**src/rtl/decode_pipe.sv**
```systemverilog
`default_nettype none
// ============================================================================
//  Module      : decode_pipe
//  Description : Lua VM instruction decode stage. Splits a 32-bit instruction
//                into opcode/A/B/C, classifies it as iABC, iABx, iAsBx or
//                illegal, flags RK constant operands, and counts accepted
//                illegal opcodes. Valid/ready on both sides with a 2-entry
//                output skid buffer holding fully decoded entries.
//  Revision    : 1.0 - initial release
// ============================================================================
module decode_pipe #(
    parameter int OPW     = 6,
    parameter int AW      = 8,
    parameter int CW      = 9,
    parameter int BW      = 9,
    parameter int NUM_OPS = 38,
    parameter int CNT_W   = 16
) (
    input  logic              clk_id,
    input  logic              n_reset,
    input  logic              flush,
    input  logic              in_valid,
    output logic              in_ready,
    input  logic [31:0]       inst,
    output logic              out_valid,
    input  logic              out_ready,
    output logic [7:0]        opecode,
    output logic [7:0]        operandA,
    output logic [23:0]       operandB,
    output logic [15:0]       operandC,
    output logic [1:0]        fmt,
    output logic              b_is_k,
    output logic              c_is_k,
    output logic [CNT_W-1:0]  illegal_cnt
);

    // Width of the combined Bx field and the excess-K bias used by sBx.
    localparam int             c_bxw      = BW + CW;
    localparam logic [c_bxw:0] c_sbx_bias = (c_bxw + 1)'((1 << (c_bxw - 1)) - 1);
    localparam logic [31:0]    c_num_ops  = 32'(NUM_OPS);

    localparam logic [1:0] c_fmt_abc  = 2'd0;
    localparam logic [1:0] c_fmt_abx  = 2'd1;
    localparam logic [1:0] c_fmt_asbx = 2'd2;
    localparam logic [1:0] c_fmt_ill  = 2'd3;

    // One fully decoded instruction as presented to execute.
    typedef struct packed {
        logic [7:0]  opecode;
        logic [7:0]  operand_a;
        logic [23:0] operand_b;
        logic [15:0] operand_c;
        logic [1:0]  fmt;
        logic        b_is_k;
        logic        c_is_k;
    } entry_t;

    // ------------------------------------------------------------------
    // Field extraction
    // ------------------------------------------------------------------
    logic [OPW-1:0]   w_op;
    logic [AW-1:0]    w_a;
    logic [CW-1:0]    w_c;
    logic [BW-1:0]    w_b;
    logic [c_bxw-1:0] w_bx;
    logic [c_bxw:0]   w_sbx;
    logic [1:0]       w_fmt;
    entry_t           w_dec;

    assign w_op  = inst[OPW-1:0];
    assign w_a   = inst[OPW+AW-1:OPW];
    assign w_c   = inst[OPW+AW+CW-1:OPW+AW];
    assign w_b   = inst[OPW+AW+CW+BW-1:OPW+AW+CW];
    assign w_bx  = {w_b, w_c};
    // Bx is unsigned, so a one-bit wider difference is a correct signed sBx.
    assign w_sbx = {1'b0, w_bx} - c_sbx_bias;

    // Classify the opcode into its instruction format.
    always_comb begin
        w_fmt = c_fmt_abc;
        if (32'(w_op) >= c_num_ops) begin
            w_fmt = c_fmt_ill;
        end else begin
            case (32'(w_op))
                32'd1, 32'd5, 32'd7, 32'd36: w_fmt = c_fmt_abx;   // LOADK GETGLOBAL SETGLOBAL CLOSURE
                32'd22, 32'd31, 32'd32:      w_fmt = c_fmt_asbx;  // JMP FORLOOP FORPREP
                default:                     w_fmt = c_fmt_abc;
            endcase
        end
    end

    // Build the decoded entry; illegal opcodes carry only the opcode and format.
    always_comb begin
        w_dec         = '0;
        w_dec.opecode = 8'(w_op);
        w_dec.fmt     = w_fmt;
        case (w_fmt)
            c_fmt_abc: begin
                w_dec.operand_a = 8'(w_a);
                w_dec.operand_b = 24'(w_b);
                w_dec.operand_c = 16'(w_c);
                w_dec.b_is_k    = w_b[BW-1];
                w_dec.c_is_k    = w_c[CW-1];
            end
            c_fmt_abx: begin
                w_dec.operand_a = 8'(w_a);
                w_dec.operand_b = 24'(w_bx);
            end
            c_fmt_asbx: begin
                w_dec.operand_a = 8'(w_a);
                w_dec.operand_b = {{(24 - c_bxw - 1){w_sbx[c_bxw]}}, w_sbx};
            end
            default: begin
                w_dec.operand_a = '0;
            end
        endcase
    end

    // ------------------------------------------------------------------
    // Two-entry output buffer
    // ------------------------------------------------------------------
    entry_t            ent_q [2];
    entry_t            ent_d [2];
    logic              rd_ptr_q, rd_ptr_d;
    logic              wr_ptr_q, wr_ptr_d;
    logic [1:0]        count_q, count_d;
    logic              in_ready_q, in_ready_d;
    logic [CNT_W-1:0]  illegal_cnt_q, illegal_cnt_d;
    logic              w_push;
    logic              w_pop;
    entry_t            w_head;

    // A flush cycle neither accepts nor pops; it only empties the buffer.
    assign w_push = in_valid & in_ready_q & ~flush;
    assign w_pop  = (count_q != 2'd0) & out_ready & ~flush;

    // Next-state for buffer contents, pointers, occupancy and illegal counter.
    always_comb begin
        ent_d         = ent_q;
        rd_ptr_d      = rd_ptr_q;
        wr_ptr_d      = wr_ptr_q;
        count_d       = count_q;
        illegal_cnt_d = illegal_cnt_q;

        if (flush) begin
            rd_ptr_d = 1'b0;
            wr_ptr_d = 1'b0;
            count_d  = 2'd0;
        end else begin
            if (w_push) begin
                ent_d[wr_ptr_q] = w_dec;
                wr_ptr_d        = ~wr_ptr_q;
            end
            if (w_pop) begin
                rd_ptr_d = ~rd_ptr_q;
            end
            case ({w_push, w_pop})
                2'b10:   count_d = count_q + 2'd1;
                2'b01:   count_d = count_q - 2'd1;
                default: count_d = count_q;
            endcase
        end

        if (w_push && (w_fmt == c_fmt_ill) && !(&illegal_cnt_q)) begin
            illegal_cnt_d = illegal_cnt_q + 1'b1;
        end

        // Ready is registered from the next occupancy so it never depends
        // combinationally on out_ready.
        in_ready_d = (count_d != 2'd2);
    end

    // State registers; reset discards any held entries.
    always_ff @(posedge clk_id or negedge n_reset) begin
        if (!n_reset) begin
            ent_q[0]      <= '0;
            ent_q[1]      <= '0;
            rd_ptr_q      <= 1'b0;
            wr_ptr_q      <= 1'b0;
            count_q       <= 2'd0;
            in_ready_q    <= 1'b1;
            illegal_cnt_q <= '0;
        end else begin
            ent_q         <= ent_d;
            rd_ptr_q      <= rd_ptr_d;
            wr_ptr_q      <= wr_ptr_d;
            count_q       <= count_d;
            in_ready_q    <= in_ready_d;
            illegal_cnt_q <= illegal_cnt_d;
        end
    end

    // ------------------------------------------------------------------
    // Outputs come straight from the head entry
    // ------------------------------------------------------------------
    assign w_head      = ent_q[rd_ptr_q];
    assign out_valid   = (count_q != 2'd0);
    assign in_ready    = in_ready_q;
    assign opecode     = w_head.opecode;
    assign operandA    = w_head.operand_a;
    assign operandB    = w_head.operand_b;
    assign operandC    = w_head.operand_c;
    assign fmt         = w_head.fmt;
    assign b_is_k      = w_head.b_is_k;
    assign c_is_k      = w_head.c_is_k;
    assign illegal_cnt = illegal_cnt_q;

endmodule
`default_nettype wire

```
**config.mk**
```make
export PLATFORM = sky130hd
export DESIGN_NAME = decode_pipe
export DESIGN_NICKNAME = d
export VERILOG_FILES = /design/src/rtl/decode_pipe.sv
export SDC_FILE = /design/constraint.sdc
export NUM_CORES = 1
export LEC_CHECK = 0
export ABC_AREA = 1
export BUFFER_PORTS_ARGS = -buffer_cell sky130_fd_sc_hd__buf_2
export CAP_MARGIN = 20
export CORE_MARGIN = 5
export CORE_UTILIZATION = 30
export DETAILED_ROUTE_END_ITERATION = 12
export PLACE_DENSITY = 0.47
export RECOVER_POWER = 50
export SLEW_MARGIN = 20
export SYNTH_ARGS = -nofsm -noshare
export SYNTH_HDL_FRONTEND = slang
export SYNTH_SLANG_ARGS = --single-unit
export TNS_END_PERCENT = 100
```
**constraint.sdc**
```tcl
create_clock -name clk_id -period 2.1 [get_ports clk_id]
set_input_delay 0.315 -clock clk_id [delete_from_list [all_inputs] [get_ports clk_id]]
set_output_delay 0.315 -clock clk_id [all_outputs]
set_load 0.05 [all_outputs]
```
==> results of run 1 <==
worst max-delay path, cell delays in order (launching register included):
cell and delay, ns:
sky130_fd_sc_hd__dfrtp_2 0.45, sky130_fd_sc_hd__clkinvlp_4 0.19, sky130_fd_sc_hd__buf_4 0.20, sky130_fd_sc_hd__nand2_1 0.06, sky130_fd_sc_hd__nand2_1 0.09, sky130_fd_sc_hd__buf_2 0.28
timing repair:
item	CTS	global route
gates resized for setup	1	0
buffers inserted	0	0
endpoints found under the setup margin	1	0
hold buffers	1	0
hold endpoints to repair	28	0
cell families (layout without fill, tap and decap cells):
logic type,after synthesis,after routing,share of synthesized area (%)
and+or+nand+nor,523,523,34.63
buffers and inverters,115,203,8.790
DFF,111,111,45.30
AOI/OAI and AO/OA,91,91,8.464
xor gates and xnor gates,15,15,2.142
adders and majority gates,3,3,0.6119
other,1,10,0.06113
cell usage in the layout, fill, tap and decap left out, types with 9 or more instances in the layout:
cell and instances:
sky130_fd_sc_hd__nand2_1 388, sky130_fd_sc_hd__clkbuf_1 17, sky130_fd_sc_hd__o21ai_1 13, sky130_fd_sc_hd__conb_1 9, sky130_fd_sc_hd__nor2_1 56, sky130_fd_sc_hd__nand4_1 11, sky130_fd_sc_hd__buf_4 11, sky130_fd_sc_hd__nand3_1 50
sky130_fd_sc_hd__o21ai_0 56, sky130_fd_sc_hd__inv_1 58, sky130_fd_sc_hd__clkbuf_16 9, sky130_fd_sc_hd__dfrtp_1 109, sky130_fd_sc_hd__buf_2 87
metal layers:
metal | wire (um) | GRT usage, % | vias up
li1 | - | - | 2849
met5 | 13 | 0 | -
met3 | 619 | 2.460 | 14
met1 | 8800 | 21.68 | 2539
met4 | 204 | 3.946 | 2
met2 | 7660 | 23.14 | 102
synthesized netlist by cell type, types with 4 or more instances:
library cell / instances
sky130_fd_sc_hd__nand4_1: 11
sky130_fd_sc_hd__nand3_1: 50
sky130_fd_sc_hd__nor2_1: 55
sky130_fd_sc_hd__o21ai_2: 8
sky130_fd_sc_hd__inv_2: 6
sky130_fd_sc_hd__nand2_1: 388
sky130_fd_sc_hd__o21ai_1: 8
sky130_fd_sc_hd__buf_4: 17
sky130_fd_sc_hd__xnor2_1: 7
sky130_fd_sc_hd__buf_6: 4
sky130_fd_sc_hd__a31oi_1: 4
sky130_fd_sc_hd__o21ai_0: 61
sky130_fd_sc_hd__nor3_1: 5
sky130_fd_sc_hd__clkbuf_1: 18
sky130_fd_sc_hd__inv_1: 58
sky130_fd_sc_hd__xor2_1: 8
sky130_fd_sc_hd__buf_2: 9
sky130_fd_sc_hd__dfrtp_1: 110
final cells by class:
cell class | instances | share of cell area, %
antenna | 1 | 0.03490
clock buffer | 9 | 3.141
clock inverter | 7 | 0.8726
inverter | 65 | 3.490
multi-input combinational | 641 | 39.60
sequential | 111 | 38.78
tap | 270 | 4.712
timing repair buffer | 122 | 9.372
power by group through the flow:
stage,registers [uW],logic [uW],clock network [uW]
floorplan,3030,1580,0
global placement,2860,2350,0
detailed placement,2860,2360,0
CTS,2830,2360,1780
global route,2890,2510,1880
finish,2820,2290,1710
worst max path at each step:
stage	slack, ns	endpoint	cells past startpoint
after CTS	0.13	operandA[4]	5
after detailed placement	0.30	ent_q[23]	11
after global routing	0.02	ent_q[96]	3
after global placement	0.32	ent_q[24]	11
after floorplan	-0.03	opecode[1]	3
final	0.17	operandB[12]	5
sequential cells by signal, indices dropped and copies added, names as in the netlist:
name         count
ent_q           90
in_ready         1
count_q          2
rd_ptr_q         1
wr_ptr_q         1
illegal_cnt     16
per-stage QoR:
step	area, um^2	hold WS, ns
3_3_place_gp	6922	0.3028
2_1_floorplan	6165	0.01941
3_5_place_dp	6922	0.3053
4_1_cts	7223	0.1665
6_report	7169	0.1745
5_1_grt	7169	0.1655
==> load_flow_metrics.sql, run 1 <==
INSERT INTO impl_metrics (metric_group, metric, value, unit) VALUES
('global_route', 'grt_first_pass_wirelength', '28550', 'um'),
('placed_design', 'gp_routability_congestion', '0.8041', ''),
('yosys', 'syn_avg_cell_area', '7.142', 'um^2'),
('critical_path', 'setup.worst_path.start', 'rd_ptr_q', ''),
('die', 'placement_rows', '52', ''),
('layout', 'syn_to_final_growth', '16.87', '%'),
('yosys', 'synthDominantCellAreaShare', '44.87', '%'),
('global_route', 'grt_start_max_net_pins', '55', ''),
('yosys', 'yosysWarnings', '0', ''),
('timing', 'final.setup_skew', '0.01091', 'ns'),
('critical_path', 'worst_r2r_endpoint', 'in_ready', ''),
('critical_path', 'cp_required', '1.78', 'ns'),
('power', 'seq_power_share', '41.4', '%'),
('power', 'p_leak', '0.003699', 'uW'),
('global_route', 'grt_antenna_before_repair', '2', ''),
('critical_path', 'critPathCaptureType', 'output port', ''),
('layout', 'final_cells', '1226', ''),
('clock_tree', 'clk_pin_slew', '0.08', 'ns'),
('yosys', 'ys_ff_latch', '111', ''),
('timing', 'max_freq', '0.5188', 'GHz'),
('run_status', 'status', 'completed', ''),
('power', 'comb_power_share', '33.6', '%'),
('die', 'die_area', '0.02341', 'mm^2'),
('drt', 'viasPerCell', '4.491', ''),
('clock_tree', 'ctsLongestPathBuffers', '2', ''),
('clock_tree', 'cts_tree', 'done', ''),
('die', 'die_h', '153', 'um'),
('timing', 'tns', '0', 'ns'),
('power', 'power_frac_clock', '25.0', '%'),
('critical_path', 'category_of_the_worst_setup_path_launch_point', 'flop', ''),
('power', 'vdd.ir_drop.worst', '0.4820', 'mV'),
('layout', 'finalNetCount', '990', ''),
('critical_path', 'worstPathMaxFanout', '10', ''),
('timing', 'maxSlewViolCount', '0', ''),
('timing', 'max_slew_headroom', '45.45', '%'),
('power', 'p_int', '3960', 'uW'),
('power', 'sw_frac_of_total', '41.96', '%'),
('power', 'netSwitchingPower', '2863', 'uW'),
('yosys', 'synth_area', '0.006135', 'mm^2'),
('drt', 'ant_nets', '0', ''),
('power', 'pwr_density_cell', '951.8', 'mW/mm^2'),
('timing', 'timing.final.crit_share', '91.79', '%'),
('drt', 'drc', '0', ''),
('critical_path', 'r2r-start', 'count_q[0]', ''),
('die', 'coreArea', '0.02017', 'mm^2'),
('placed_design', 'port_buffers', '105', ''),
('timing', 'report.final.hold_viol_count', '0', ''),
('yosys', 'netlist-cell-type-count', '36', ''),
('job', 'max_cap_violations', '0', ''),
('worst_hold_path', 'worstHoldPathType', 'in2reg', ''),
('layout', 'utilization', '35.55', '%'),
('drt', 'drt_wl_total', '17300', 'um'),
('clock_tree', 'clk_root_buffer_cell', 'sky130_fd_sc_hd__clkbuf_16', ''),
('global_route', 'via_count_of_the_first_global_routing_pass', '5329', ''),
('critical_path', 'timing_worst_setup_path_type', 'reg2out', ''),
('timing', 'min_period', '1.928', 'ns'),
('placed_design', 'numPlacedInstances', '1208', ''),
('drt', 'number_of_design_rule_violations_left_by_the_first_detailed_router_iteration', '231', ''),
('yosys', 'synth_enable_flop_cells', '0', ''),
('drt', 'route.vias.total', '5506', ''),
('placed_design', 'post-dp-hpwl', '12350', 'um'),
('drt', 'routedWlPerCell', '14.11', 'um'),
('yosys', 'netlist_top_cells_area', 'sky130_fd_sc_hd__dfrtp_1, sky130_fd_sc_hd__nand2_1, sky130_fd_sc_hd__o21ai_0, sky130_fd_sc_hd__nand3_1, sky130_fd_sc_hd__inv_1', ''),
('layout', 'layout.area.seq', '0.002780', 'mm^2'),
('yosys', 'synth.largest_area_cell', 'sky130_fd_sc_hd__dfrtp_1', ''),
('layout', 'final.fill_count', '2272', ''),
('clock_tree', 'cts.sink_count', '111', ''),
('timing', 'post-route-worst-setup-slack', '0.1724', 'ns'),
('power', 'power', '6824', 'uW'),
('layout', 'multiInputGateArea', '0.002839', 'mm^2'),
('worst_hold_path', 'worstHoldEndpoint', 'in_ready', '');
Power figures use the tool's default switching activity.
==> run 2: changes to the inputs <==
--- a/config.mk
+++ b/config.mk
@@ -5,13 +5,12 @@
 export SDC_FILE = /design/constraint.sdc
 export NUM_CORES = 1
 export LEC_CHECK = 0
-export ABC_AREA = 1
 export BUFFER_PORTS_ARGS = -buffer_cell sky130_fd_sc_hd__buf_2
 export CAP_MARGIN = 20
 export CORE_MARGIN = 5
 export CORE_UTILIZATION = 30
 export DETAILED_ROUTE_END_ITERATION = 12
-export PLACE_DENSITY = 0.47
+export PLACE_DENSITY = 0.48
 export RECOVER_POWER = 50
 export SLEW_MARGIN = 20
 export SYNTH_ARGS = -nofsm -noshare
==> load_flow_metrics.sql, run 2 <==
INSERT INTO impl_metrics (metric_group, metric, value, unit) VALUES
('yosys', 'synth.largest_area_cell', 'sky130_fd_sc_hd__dfrtp_1', ''),
('timing', 'tns', '0', 'ns'),
('placed_design', 'gp_routability_congestion', '0.8136', ''),
('die', 'placement_rows', '49', ''),
('layout', 'utilization', '37.07', '%'),
('clock_tree', 'cts_tree', 'done', ''),
('die', 'die_area', '0.02125', 'mm^2'),
('timing', 'post-route-worst-setup-slack', '0.1397', 'ns'),
('global_route', 'grt_antenna_before_repair', '2', ''),
('power', 'p_leak', '0.003119', 'uW'),
('timing', 'max_freq', '0.5101', 'GHz'),
('clock_tree', 'cts_inserted_buffers', '9', ''),
('layout', 'syn_to_final_growth', '21.24', '%'),
('global_route', 'grt_first_pass_wirelength', '25130', 'um'),
('layout', 'post_route_cells_drive_above_1_share', '26.91', '%'),
('critical_path', 'worstPathArrival', '1.65', 'ns'),
('critical_path', 'worstPathMaxFanout', '28', ''),
('yosys', 'post-synth-top-count-cell', 'sky130_fd_sc_hd__nand2_1', ''),
('layout', 'largest_register_ff_count', '90', ''),
('worst_hold_path', 'worstHoldPathType', 'in2reg', ''),
('die', 'floorplan.initialDensity', '30.58', '%'),
('timing', 'final.setup_skew', '0.005914', 'ns'),
('yosys', 'synth_enable_flop_cells', '0', ''),
('yosys', 'synth_area', '0.005530', 'mm^2'),
('drt', 'viasPerCell', '4.838', ''),
('layout', 'max_flop_register', 'ent_q', ''),
('drt', 'drc', '0', ''),
('layout', 'most_common_cell_after_layout_fill_and_taps_aside', 'sky130_fd_sc_hd__nand2_1', ''),
('yosys', 'syn_inst', '583', ''),
('run_status', 'status', 'completed', ''),
('yosys', 'netlist-cell-type-count', '47', ''),
('layout', 'finalNetCount', '730', ''),
('placed_design', 'placement.cell_area', '0.006434', 'mm^2'),
('yosys', 'list_of_most_frequent_post_synthesis_cells', 'sky130_fd_sc_hd__nand2_1, sky130_fd_sc_hd__dfrtp_1, sky130_fd_sc_hd__o21ai_0', ''),
('layout', 'finalInstanceArea', '0.006705', 'mm^2'),
('critical_path', 'critPathMaxStageDelay', '0.42', 'ns'),
('global_route', 'grt_start_max_net_pins', '66', ''),
('clock_tree', 'clk_root_buffer_cell', 'sky130_fd_sc_hd__clkbuf_16', ''),
('layout', 'multiInputGateArea', '0.002560', 'mm^2'),
('drt', 'routedWlPerCell', '17.13', 'um'),
('drt', 'drt-pass1-iter-count', '4', ''),
('global_route', 'groute.usage.overall', '14.78', '%'),
('yosys', 'netlist_top_cells_area', 'sky130_fd_sc_hd__dfrtp_1, sky130_fd_sc_hd__nand2_1, sky130_fd_sc_hd__mux2_2, sky130_fd_sc_hd__o21ai_0, sky130_fd_sc_hd__xnor2_1', ''),
('drt', 'number_of_design_rule_violations_left_by_the_first_detailed_router_iteration', '313', ''),
('die', 'num_io_pins', '115', ''),
('job', 'max_cap_violations', '0', ''),
('drt', 'drt_wl_total', '15860', 'um'),
('critical_path', 'category_of_the_worst_setup_path_launch_point', 'flop', ''),
('global_route', 'via_count_of_the_first_global_routing_pass', '4510', ''),
('clock_tree', 'clk_pin_slew', '0.07', 'ns'),
('die', 'die_h', '145.8', 'um'),
('global_route', 'gr-total-overflow', '0', ''),
('yosys', 'synth-async-reset-ratio', '100.0', '%'),
('critical_path', 'cp_required', '1.78', 'ns'),
('yosys', 'synth_ff_type', 'sky130_fd_sc_hd__dfrtp_1', ''),
('timing', 'maxSlewViolCount', '0', ''),
('layout', 'final_cell_mix', 'sky130_fd_sc_hd__nand2_1, sky130_fd_sc_hd__dfrtp_1, sky130_fd_sc_hd__buf_2', ''),
('timing', 'finalSetupViolCount', '0', ''),
('critical_path', 'timing_worst_setup_path_type', 'reg2out', ''),
('yosys', 'ys_ff_latch', '111', ''),
('clock_tree', 'post_cts.repair.setup_buffers', '0', ''),
('placed_design', 'port_buffers', '105', ''),
('die', 'coreArea', '0.01809', 'mm^2'),
('layout', 'layout.area.seq', '0.002786', 'mm^2'),
('critical_path', 'worstPathCellList', 'buf_12, mux2_2, buf_2', ''),
('yosys', 'yosysWarnings', '0', ''),
('clock_tree', 'clock_tree.htree_level_count', '3', ''),
('placed_design', 'post-dp-hpwl', '11330', 'um'),
('drt', 'ant_nets', '0', ''),
('power', 'power', '7024', 'uW'),
('die', 'fp.dieW', '145.8', 'um'),
('timing', 'min_period', '1.960', 'ns'),
('timing', 'timing.final.crit_share', '93.35', '%'),
('power', 'pwr_density_cell', '1048', 'mW/mm^2'),
('yosys', 'synth_sequential_area_ratio', '50.25', '%'),
('clock_tree', 'clock_latency', '0.35', 'ns'),
('timing', 'report.final.hold_viol_count', '0', ''),
('critical_path', 'critPathCaptureType', 'output port', ''),
('critical_path', 'cp_slowest_cell', 'sky130_fd_sc_hd__mux2_2', ''),
('clock_tree', 'ctsLongestPathBuffers', '2', ''),
('placed_design', 'dp_slack', '-0.03090', 'ns'),
('timing', 'rsz0062_at_grt', 'no', ''),
('yosys', 'synthDominantCellAreaShare', '49.77', '%'),
('timing', 'max_slew_headroom', '46.19', '%'),
('layout', 'final.fill_count', '1864', ''),
('yosys', 'syn_avg_cell_area', '9.486', 'um^2'),
('clock_tree', 'cts.sink_count', '111', ''),
('drt', 'route.vias.total', '4480', ''),
('timing', 'worst-slew-pin-transition', '0.8071', 'ns'),
('power', 'vdd.ir_drop.worst', '0.4531', 'mV');
==> run 2: cell type report <==
type,instances,share of cell area (%)
clock inverter,5,0.9517
timing repair buffer,133,11.23
tap,229,4.273
multi-input combinational,433,38.18
clock buffer,11,3.620
sequential,111,41.56
antenna,2,0.07464
inverter,2,0.1120
==> run 2: where the power goes <==
part           internal [uW]  total (uW)  leakage [uW]  switching [uW]
Sequential              2580        2830       0.00144             246
Clock                    974        1820      0.000147             843
Combinational            686        2380       0.00153            1690
Total                   4240        7020       0.00312            2780
==> run 2: cells by family (layout without fill, tap and decap cells) <==
| family | Yosys count | after routing | share of synthesized area (%) |
|---|---|---|---|
| AND/OR/NAND/NOR | 240 | 240 | 19.03 |
| AO/OA/AOI/OAI | 98 | 98 | 10.38 |
| flip-flops | 111 | 111 | 50.25 |
| buffers and inverters | 47 | 151 | 4.299 |
| multiplexers | 48 | 48 | 9.751 |
| XOR/XNOR | 35 | 35 | 5.543 |
| other | 1 | 11 | 0.06781 |
| adder cells (fa/ha/maj) | 3 | 3 | 0.6788 |
==> run 2: routing by layer <==
layer	vias to the layer above	part of all wire (%)	GRT usage, %
li1	2173	-	-
met4	0	2.9	6.648
met5	-	0	0
met1	2180	46	19.38
met3	26	3.8	2.429
met2	101	47	24.05
==> run 2: path summary, 6_finish.rpt <==
kind                           startpoint              end  slack (ns)  cells past startpoint
max                              rd_ptr_q     operandB[21]        0.14                      3
min                                 flush         rd_ptr_q        0.21                      2
max reg2reg                illegal_cnt[0]  illegal_cnt[15]        0.15                      6
min reg2reg                     ent_q[53]        ent_q[53]        0.48                      2
max in group asynchronous         n_reset        ent_q[33]        0.39                      3
min in group asynchronous         n_reset        ent_q[54]        0.58                      2
==> run 2: critical path, delay by kind of cell, from the launching register on <==
kind | cells | cell delay, ns
buffers and inverters | 2 | 0.45
muxes | 1 | 0.42
DFF | 1 | 0.41
==> run 2: timing repair <==
item | in CTS | in global routing
gates resized for setup | 0 | 0
hold buffers | 1 | 0
hold endpoints to repair | 27 | 0
==> run 2: stage by stage <==
| step | cells | hold slack [ns] |
|---|---|---|
| 2_1_floorplan | 591 | 0.01941 |
| 3_3_place_gp | 907 | 0.2717 |
| 3_5_place_dp | 907 | 0.2793 |
| 4_1_cts | 924 | 0.1962 |
| 5_1_grt | 926 | 0.2052 |
| 6_report | 926 | 0.2108 |
==> run 3: changes to the inputs <==
--- a/config.mk
+++ b/config.mk
@@ -7,7 +7,7 @@
 export LEC_CHECK = 0
 export BUFFER_PORTS_ARGS = -buffer_cell sky130_fd_sc_hd__buf_2
 export CAP_MARGIN = 20
-export CORE_MARGIN = 5
+export CORE_MARGIN = 1.5
 export CORE_UTILIZATION = 30
 export DETAILED_ROUTE_END_ITERATION = 12
 export PLACE_DENSITY = 0.48
==> load_flow_metrics.sql, run 3 (synthesis results as in run 2) <==
INSERT INTO impl_metrics (metric_group, metric, value, unit) VALUES
('run_status', 'status', 'completed', ''),
('placed_design', 'port_buffers', '105', ''),
('global_route', 'via_count_of_the_first_global_routing_pass', '4584', ''),
('critical_path', 'cp_slowest_cell', 'sky130_fd_sc_hd__dfrtp_4', ''),
('critical_path', 'critPathCaptureType', 'output port', ''),
('layout', 'final.fill_count', '1852', ''),
('timing', 'maxSlewViolCount', '0', ''),
('layout', 'finalNetCount', '734', ''),
('critical_path', 'worstPathCellList', 'buf_4, mux2_2, buf_2', ''),
('timing', 'tns', '0', 'ns'),
('critical_path', 'worstPathMaxFanout', '6', ''),
('drt', 'ant_nets', '0', ''),
('worst_hold_path', 'worstHoldPathType', 'in2reg', ''),
('critical_path', 'r2r-start', 'in_ready', ''),
('layout', 'final_cell_mix', 'sky130_fd_sc_hd__nand2_1, sky130_fd_sc_hd__dfrtp_1, sky130_fd_sc_hd__buf_2', ''),
('global_route', 'grt_first_pass_wirelength', '24720', 'um'),
('worst_hold_path', 'timing.hold.worst.start', 'inst[8]', ''),
('drt', 'number_of_design_rule_violations_left_by_the_first_detailed_router_iteration', '296', ''),
('layout', 'most_common_cell_after_layout_fill_and_taps_aside', 'sky130_fd_sc_hd__nand2_1', ''),
('clock_tree', 'clk_pin_slew', '0.08', 'ns'),
('clock_tree', 'cts_inserted_buffers', '9', ''),
('drt', 'routedWlPerCell', '16.32', 'um'),
('power', 'p_leak', '0.003146', 'uW'),
('layout', 'post_route_cells_drive_above_1_share', '28.04', '%'),
('critical_path', 'cp_required', '1.78', 'ns'),
('layout', 'final_cells', '929', ''),
('clock_tree', 'clock_tree.htree_level_count', '3', ''),
('critical_path', 'worstPathArrival', '1.66', 'ns'),
('critical_path', 'worst_r2r_endpoint', 'ent_q[22]', ''),
('critical_path', 'r2r_cell_count', '7', ''),
('timing', 'worst-slew-pin-transition', '1.022', 'ns'),
('layout', 'utilization', '37.37', '%'),
('drt', 'route.vias.total', '4500', ''),
('timing', 'max_freq', '0.5073', 'GHz'),
('global_route', 'gr-total-overflow', '0', ''),
('timing', 'timing.final.crit_share', '93.86', '%'),
('drt', 'viasPerCell', '4.844', ''),
('timing', 'rsz0062_at_grt', 'no', ''),
('critical_path', 'timing_worst_setup_path_type', 'reg2out', ''),
('global_route', 'grt_antenna_before_repair', '1', ''),
('timing', 'report.final.hold_viol_count', '0', ''),
('die', 'placement_rows', '49', ''),
('die', 'num_io_pins', '115', ''),
('clock_tree', 'clock_latency', '0.36', 'ns'),
('die', 'coreArea', '0.01802', 'mm^2'),
('die', 'die_area', '0.01926', 'mm^2'),
('clock_tree', 'cts_tree', 'done', ''),
('die', 'die_h', '138.8', 'um'),
('timing', 'min_period', '1.971', 'ns'),
('critical_path', 'cp-endpoint', 'operandB[5]', ''),
('placed_design', 'gp_routability_congestion', '0.8554', ''),
('die', 'fp.dieW', '138.8', 'um'),
('layout', 'largest_register_ff_count', '90', ''),
('critical_path', 'setup.worst_path.start', 'rd_ptr_q', ''),
('placed_design', 'placement.cell_area', '0.006461', 'mm^2'),
('drt', 'drt-pass1-iter-count', '4', ''),
('placed_design', 'post-dp-hpwl', '10830', 'um'),
('global_route', 'grt_start_max_net_pins', '66', ''),
('timing', 'final.setup_skew', '0.008426', 'ns'),
('timing', 'finalSetupViolCount', '0', ''),
('clock_tree', 'cts.sink_count', '111', ''),
('critical_path', 'critPathMaxStageDelay', '0.49', 'ns'),
('critical_path', 'worst-r2r-setup-slack', '0.13', 'ns'),
('placed_design', 'numPlacedInstances', '909', ''),
('global_route', 'groute.usage.overall', '16.21', '%'),
('power', 'vdd.ir_drop.worst', '0.4562', 'mV'),
('clock_tree', 'clk_root_buffer_cell', 'sky130_fd_sc_hd__clkbuf_16', ''),
('power', 'pwr_density_cell', '1043', 'mW/mm^2'),
('layout', 'max_flop_register', 'ent_q', ''),
('drt', 'drt_wl_total', '15160', 'um'),
('layout', 'syn_to_final_growth', '21.81', '%'),
('clock_tree', 'ctsLongestPathBuffers', '2', ''),
('critical_path', 'category_of_the_worst_setup_path_launch_point', 'flop', ''),
('die', 'floorplan.initialDensity', '30.68', '%'),
('drt', 'drc', '0', ''),
('job', 'max_cap_violations', '0', ''),
('timing', 'max_slew_headroom', '31.89', '%'),
('layout', 'finalInstanceArea', '0.006736', 'mm^2');
## run 3: how the worst min path moves through the flow
stage,cells past startpoint,to
floorplan,0,count_q[0]
global placement,1,count_q[1]
detailed placement,1,count_q[0]
CTS,3,ent_q[46]
global route,3,ent_q[46]
finish,3,ent_q[46]
## run 3: power breakdown
| group | internal (uW) | switching (uW) | leakage (uW) |
|---|---|---|---|
| Clock | 978 | 842 | 0.000155 |
| Combinational | 688 | 1690 | 0.00155 |
| Sequential | 2580 | 249 | 0.00144 |
## run 3: through the flow
step / hold WS (ns) / worst slack, ns / power [uW]
2_1_floorplan: 0.01941 / 0.01942 / 4668
3_3_place_gp: 0.2509 / 0.09012 / 5228
3_5_place_dp: 0.2570 / 0.01510 / 5290
4_1_cts: 0.1940 / 0.1049 / 7154
5_1_grt: 0.2079 / 0.01224 / 7427
6_report: 0.2041 / 0.1289 / 7027
## run 3: metal layers
| layer | wire [um] | global-route usage, % | up-vias | share of wire [%] |
|---|---|---|---|---|
| met2 | 7210 | 26.60 | 113 | 48 |
| met5 | 0 | 0 | - | 0 |
| li1 | - | - | 2190 | - |
| met3 | 610 | 2.417 | 19 | 4.0 |
| met1 | 7027 | 21.45 | 2178 | 46 |
| met4 | 315 | 6.689 | 0 | 2.1 |
## run 3: critical path: cells and delay by family, from the launching register on
| family | cells | cell delay (ns) |
|---|---|---|
| buffers and inverters | 2 | 0.41 |
| DFF | 1 | 0.49 |
| muxes | 1 | 0.39 |
## run 3: timing repair
item                                    4_1_cts  5_1_grt
buffers inserted                              2        0
pin swaps                                     0        0
endpoints found under the hold margin        21        0
endpoints found under the setup margin       38        1
cloned                                        0        0
hold buffers                                  1        0
resized for setup                             1        1
## run 3: final cells by class
cell class                 instances  area, um^2  share of cell area [%]
antenna                            1       2.502                 0.03715
clock buffer                      10       239.0                   3.548
clock inverter                     6       76.32                   1.133
inverter                           2       7.507                  0.1114
multi-input combinational        433        2560                   38.00
sequential                       111        2789                   41.40
tap                              229       286.5                   4.253
timing repair buffer             137       775.7                   11.52
